[src/rtl/detector_jogada_if.sv]
// Button-play detector bus: raw button inputs and enable in, validated play and debug state out.
// The DUT takes the slave modport; the driving side (bench or parent) takes master.
interface detector_jogada_if;
  logic [3:0] botoes;
  logic       habilita;
  logic       jogada_feita;
  logic [3:0] jogada;
  logic       erro_multiplo;
  logic [3:0] db_estado;

  modport master (
    output botoes, habilita,
    input  jogada_feita, jogada, erro_multiplo, db_estado
  );

  modport slave (
    input  botoes, habilita,
    output jogada_feita, jogada, erro_multiplo, db_estado
  );
endinterface

[src/rtl/detector_jogada.sv]
// Debounces 4 raw buttons and reports one play per full press/release; no backpressure.
// Latency: play pulse in the cycle after edge E0+DEBOUNCE+2 for buttons stable from edge E0.
module detector_jogada #(
  parameter int DEBOUNCE = 4
) (
  input  logic               clock,
  input  logic               reset,
  detector_jogada_if.slave   bus
);
  localparam int            CW      = (DEBOUNCE > 1) ? $clog2(DEBOUNCE) : 1;
  localparam logic [CW-1:0] CNT_MAX = CW'(DEBOUNCE - 1);

  typedef enum logic [1:0] {
    ESPERA         = 2'd0,
    FILTRA         = 2'd1,
    VALIDA         = 2'd2,
    AGUARDA_SOLTAR = 2'd3
  } estado_t;

  logic [3:0]    sinc_meta;
  logic [3:0]    sinc;
  estado_t       estado;
  estado_t       prox_estado;
  logic [3:0]    candidato;
  logic [3:0]    prox_candidato;
  logic [CW-1:0] cnt;
  logic [CW-1:0] prox_cnt;
  logic          valida_agora;
  logic          multiplo;
  logic [3:0]    jogada_r;
  logic          jogada_feita_r;
  logic          erro_r;

  always_ff @(posedge clock) begin
    if (reset) begin
      sinc_meta <= 4'b0000;
      sinc      <= 4'b0000;
    end else begin
      sinc_meta <= bus.botoes;
      sinc      <= sinc_meta;
    end
  end

  always_ff @(posedge clock) begin
    if (reset) begin
      estado    <= ESPERA;
      candidato <= 4'b0000;
      cnt       <= '0;
    end else begin
      estado    <= prox_estado;
      candidato <= prox_candidato;
      cnt       <= prox_cnt;
    end
  end

  always_comb begin
    prox_estado    = estado;
    prox_candidato = candidato;
    prox_cnt       = cnt;
    valida_agora   = 1'b0;
    case (estado)
      ESPERA: begin
        if (sinc != 4'b0000) begin
          prox_estado    = FILTRA;
          prox_candidato = sinc;
          prox_cnt       = '0;
        end
      end
      FILTRA: begin
        if (sinc == 4'b0000) begin
          prox_estado = ESPERA;
          prox_cnt    = '0;
        end else if (sinc != candidato) begin
          prox_candidato = sinc;
          prox_cnt       = '0;
        end else if (cnt >= CNT_MAX) begin
          prox_estado  = VALIDA;
          prox_cnt     = '0;
          valida_agora = 1'b1;
        end else begin
          prox_cnt = cnt + 1'b1;
        end
      end
      VALIDA: begin
        prox_estado = AGUARDA_SOLTAR;
        prox_cnt    = '0;
      end
      AGUARDA_SOLTAR: begin
        // Any activity restarts the release window, so bounces never re-arm a play.
        if (sinc != 4'b0000) begin
          prox_cnt = '0;
        end else if (cnt >= CNT_MAX) begin
          prox_estado = ESPERA;
          prox_cnt    = '0;
        end else begin
          prox_cnt = cnt + 1'b1;
        end
      end
      default: begin
        prox_estado = ESPERA;
        prox_cnt    = '0;
      end
    endcase
  end

  // Candidate is never zero at validation, so a nonzero x&(x-1) means two or more buttons.
  assign multiplo = |(candidato & (candidato - 4'd1));

  always_ff @(posedge clock) begin
    if (reset) begin
      jogada_r       <= 4'b0000;
      jogada_feita_r <= 1'b0;
      erro_r         <= 1'b0;
    end else begin
      jogada_feita_r <= 1'b0;
      erro_r         <= 1'b0;
      if (valida_agora && bus.habilita) begin
        if (multiplo) begin
          erro_r <= 1'b1;
        end else begin
          jogada_r       <= candidato;
          jogada_feita_r <= 1'b1;
        end
      end
    end
  end

  assign bus.jogada        = jogada_r;
  assign bus.jogada_feita  = jogada_feita_r;
  assign bus.erro_multiplo = erro_r;
  assign bus.db_estado     = {2'b00, estado};
endmodule

[src/flat_wrapper.sv]
// flat-port wrapper written by rule: the top's interface ports become plain ports
module detector_jogada_flat 
#(
  parameter int DEBOUNCE = 4
)
  (clock, reset, bus_botoes, bus_habilita, bus_jogada_feita, bus_jogada, bus_erro_multiplo, bus_db_estado);
  detector_jogada_if bus_i ();
  input  logic clock;
  input  logic reset;
  input wire logic [$bits(bus_i.botoes)-1:0] bus_botoes;
  input wire logic [$bits(bus_i.habilita)-1:0] bus_habilita;
  output wire logic [$bits(bus_i.jogada_feita)-1:0] bus_jogada_feita;
  output wire logic [$bits(bus_i.jogada)-1:0] bus_jogada;
  output wire logic [$bits(bus_i.erro_multiplo)-1:0] bus_erro_multiplo;
  output wire logic [$bits(bus_i.db_estado)-1:0] bus_db_estado;
  assign bus_i.botoes = bus_botoes;
  assign bus_i.habilita = bus_habilita;
  assign bus_jogada_feita = bus_i.jogada_feita;
  assign bus_jogada = bus_i.jogada;
  assign bus_erro_multiplo = bus_i.erro_multiplo;
  assign bus_db_estado = bus_i.db_estado;
  detector_jogada #(.DEBOUNCE(DEBOUNCE)) u_core (.clock(clock), .reset(reset), .bus(bus_i));
endmodule
[config.mk]
export PLATFORM = sky130hd
export DESIGN_NAME = detector_jogada_flat
export DESIGN_NICKNAME = d
export VERILOG_FILES = /design/src/rtl/detector_jogada_if.sv /design/src/rtl/detector_jogada.sv /design/src/flat_wrapper.sv
export SDC_FILE = /design/constraint.sdc
export NUM_CORES = 1
export LEC_CHECK = 0
export ABC_CLOCK_PERIOD_IN_PS = 1510
export CAP_MARGIN = 20
export CORE_ASPECT_RATIO = 1.75
export CORE_MARGIN = 10
export CORE_UTILIZATION = 30
export DETAILED_ROUTE_END_ITERATION = 10
export PLACE_DENSITY_LB_ADDON = 0.3
export SYNTH_ARGS = -nofsm -noshare
export SYNTH_HDL_FRONTEND = slang
export SYNTH_SLANG_ARGS = --single-unit
[constraint.sdc]
create_clock -name clock -period 1.51 [get_ports clock]
set_input_delay 0.151 -clock clock [delete_from_list [all_inputs] [get_ports clock]]
set_output_delay 0.151 -clock clock [all_outputs]
set_load 0.05 [all_outputs]
==> reports/metrics.csv <==
stage,metric,value,unit
run_status,status,"finished, final reports clean",
synthesis,"Seq/Total Area, Yosys",46.1,%
floorplanning,die area,5930,µm²
power,VDD IR-drop max,603,µV
hold_path,worst hold endpoint,u_core.sinc_meta[1],
drt,DRC Markers,0,
drt,Total Wirelength,2070,µm
flow_run,max-cap violations,0,
sta,unrepaired setup endpoints after global routing,false,
global_route,largest net degree at the start of global routing,28,
cells_and_area,Reg area,448,µm²
sta,Final Slew Violations,0,
drt,post-route ant nets,0,
synthesis,Yosys cell types,33,
hold_path,hold crit path type,in2reg,
floorplanning,row count,27,
power,Power Density,1030,nW/µm²
sta,clock skew,0.00328,ns
critical_path,CP top delay family,flip-flops,
synthesis,Mapped Area,956,µm²
cells_and_area,Fillers,335,
floorplanning,Starting Density,30.8,%
placed_design,Inst Count DP,158,
critical_path,r2r setup slk,0.12,ns
cells_and_area,antenna cells,0,
clock_network,CTS Sinks,22,
global_route,first-pass GRT wire length,3730,µm
clock_network,Root Buffer Master,clkbuf_8,
floorplanning,die height,94.7,µm
synthesis,"FF+latch count, synth",22,
cells_and_area,Final nets,128,
sta,setup TNS,0,ns
drt,routed vias,742,
synthesis,synthesized area per cell,9.75,µm²
clock_network,CTS Buf Count,3,
drt,Initial DRT Pass Iterations,4,
critical_path,arrival time at the worst endpoint,1.59,ns
critical_path,launch point of the worst reg-to-reg path,u_core.candidato[3],
floorplanning,Top Ports,17,
sta,worst setup margin,0.117,ns
cells_and_area,final instance area,1260,µm²
sta,Final Hold Viols,0,
clock_network,Clock Pin Slew Worst Setup and Hold Paths,0.08,ns
sta,final critical-path share of the clock period,92.3,%
cells_and_area,Area growth syn-to-layout,31.7,%
placed_design,I/O Buffers,14,
placed_design,Place WS,-0.0299,ns
critical_path,Crit. End Element,flip-flop,
critical_path,Worst Path Required,1.70,ns
clock_network,Post-CTS Repair Setup Buffers,0,
placed_design,cell area after placement,1170,µm²
critical_path,CP max stage cell,dfxtp_2,
hold_path,Min-Delay Path Depth,2,
cells_and_area,final non-filler cell total,162,
clock_network,CTS Buffer Depth,2,
placed_design,GP Congestion,0.767,
synthesis,total number of yosys warnings,0,
placed_design,dpl hpwl,1480,µm
critical_path,critical path type,reg2reg,
synthesis,Mapped Cells,98,
critical_path,CP bufs+invs,0,
clock_network,CTS tree,built,
global_route,initial antenna violation count,0,
power,Leak,0.000504,µW
drt,post-DR vias/cell,4.58,
critical_path,Setup crit start kind,flip-flop,
critical_path,"critical path, cell by cell","maj3_2, o21ai_2, and4_4, mux2i_1",
drt,DRT iter0 DRCs,24,
critical_path,reg-to-reg endpoint,u_core.bus.jogada[0],
sta,endpoints failing setup,0,
floorplanning,Core ar.,3110,µm²
clock_network,H-tree depth,1,
clock_network,number of hold buffers added after cts,0,
critical_path,"slowest stage delay, CP",0.36,ns
critical_path,WP depth,4,
hold_path,Worst Min Path Start,bus_botoes[1],
sta,Tmin final,1.39,ns
floorplanning,die width,62.7,µm
cells_and_area,area of the multi-input gates,482,µm²
cells_and_area,share of cells above drive strength 1,26.9,%
global_route,gr ovfl total,0,
sta,fmax,718,MHz
global_route,vias in the first global route,832,
drt,DR WL/cell,12.8,µm
cells_and_area,final core utilization,40.5,%
clock_network,worst skew pair latency,0.26,ns
critical_path,Worst R2R Path Depth,4,
global_route,gr usage total,7.62,%
critical_path,CP max FO,5,
-- cell usage after synthesis, drive strengths merged --
master	count	share of area [%]
nor4b	1	0.92
a21oi	2	1.0
nor2	6	2.4
nand4	1	0.65
a22o	1	0.92
o21ai	3	1.6
maj3	1	1.0
nor2b	8	5.2
nor3b	3	2.4
mux2i	8	8.4
nor4	2	2.9
a221oi	1	0.92
xnor2	1	0.92
nand2b	9	5.9
and4	1	0.92
nand2	4	1.6
dfxtp	22	46
nor3	2	1.6
and2	1	0.65
conb	1	0.39
or3	1	0.65
clkbuf	4	1.6
a31oi	1	0.65
ha	1	1.3
a21boi	1	0.79
xor2	3	2.7
nand3	3	1.6
inv	1	0.39
buf	3	2.7
and3	2	1.3
-- how the worst max path moves through the flow --
| stage | from | end | slack (ns) |
|---|---|---|---|
| 2_1_floorplan | flip-flop | u_core.candidato[1] | 0.06 |
| 3_3_place_gp | u_core.candidato[3] | u_core.bus.jogada[2] | -0.002 |
| 3_5_place_dp | u_core.candidato[3] | u_core.bus.jogada[3] | -0.03 |
| 4_1_cts | u_core.candidato[3] | u_core.bus.jogada[3] | 0.02 |
| 5_1_grt | u_core.candidato[2] | flip-flop | 0.0004 |
| 6_report | u_core.candidato[3] | u_core.bus.jogada[0] | 0.12 |
-- per-layer routing --
metal	vias to the layer above	routed length, µm	global-route usage [%]
met5	-	0	0
met4	0	38	4.12
met3	4	44	1.66
met2	9	1220	15.3
met1	355	766	6.86
li1	374	-	-
-- final cells by class --
type,instances,share of cell area [%]
clock buffer,3,3.28
inverter,1,0.298
multi-input combinational,69,38.3
sequential,22,35.6
timing repair buffer,23,15.9
clock inverter,1,2.39
tap,43,4.27
-- worst register-to-register path: cells and delay by family, from the launching register on --
family | cells | cell delay (ns)
and+or+nand+nor | 1 | 0.28
AOI/OAI and AO/OA | 1 | 0.17
muxes | 1 | 0.19
adders and majority gates | 1 | 0.34
DFF | 1 | 0.36
-- placed cells by master, fill, tap and decap left out --
master	Yosys	layout
or3_1	1	1
nor4_4	1	1
nor3_2	1	1
bufinv_16	0	1
a21oi_1	2	2
and2_0	1	1
nand4_1	1	1
buf_12	0	1
nor3b_1	3	3
o21ai_2	0	1
nor2b_1	8	8
nor3_1	1	1
clkbuf_8	0	3
and4_4	0	1
nor2_1	6	6
a221oi_1	1	1
xnor2_1	1	1
inv_1	1	1
nor4_1	1	1
dfxtp_1	22	16
xor2_1	3	3
dfxtp_2	0	6
conb_1	1	2
a21boi_1	0	1
clkdlybuf4s50_1	0	6
nand2b_1	9	9
and3_1	2	2
a22o_1	1	1
mux2i_1	8	8
o21ai_0	3	2
nor4b_1	1	1
buf_4	2	16
a31oi_1	1	1
ha_1	1	1
nand3_1	3	3
maj3_2	0	1
nand2_1	4	4
-- power breakdown --
part	switching, µW	internal (µW)	leakage [µW]
sequential	13.2	597	0.000182
combinational	75.3	72.6	0.000287
clock	188	354	0.0000357
total	277	1020	0.000504
-- timing repair --
item                       CTS  global route
gates resized for setup      4             6
hold endpoints to repair     0             0
gates cloned                 0             0
pin swaps                    0             1
setup endpoints to repair    4             8
-- sequential cells by signal, summed over array words and instances (netlist names), named ones only --
name / flops
u_core.sinc_meta: 4
u_core.bus.jogada_feita: 1
u_core.bus.erro_multiplo: 1
u_core.bus.jogada: 4
u_core.cnt: 2
u_core.sinc: 4
u_core.estado: 1
u_core.candidato: 4
-- metrics by stage --
step | power [µW] | hold slack, ns
global route | 1350 | 0.450
finish | 1300 | 0.438
floorplan | 710 | 0.279
global placement | 765 | 0.419
detailed placement | 767 | 0.425
CTS | 1310 | 0.439
-- kinds of logic after synthesis --
kind of cell,count (synthesis),synth area share (%)
and+or+nand+nor,44,28.5
DFF,22,46.1
AOI/OAI and AO/OA,9,5.89
muxes,8,8.38
buffers and inverters,8,4.71
xor gates and xnor gates,4,3.67
adders and majority gates,2,2.36
other,1,0.392
(Power assumes the default switching activity.)
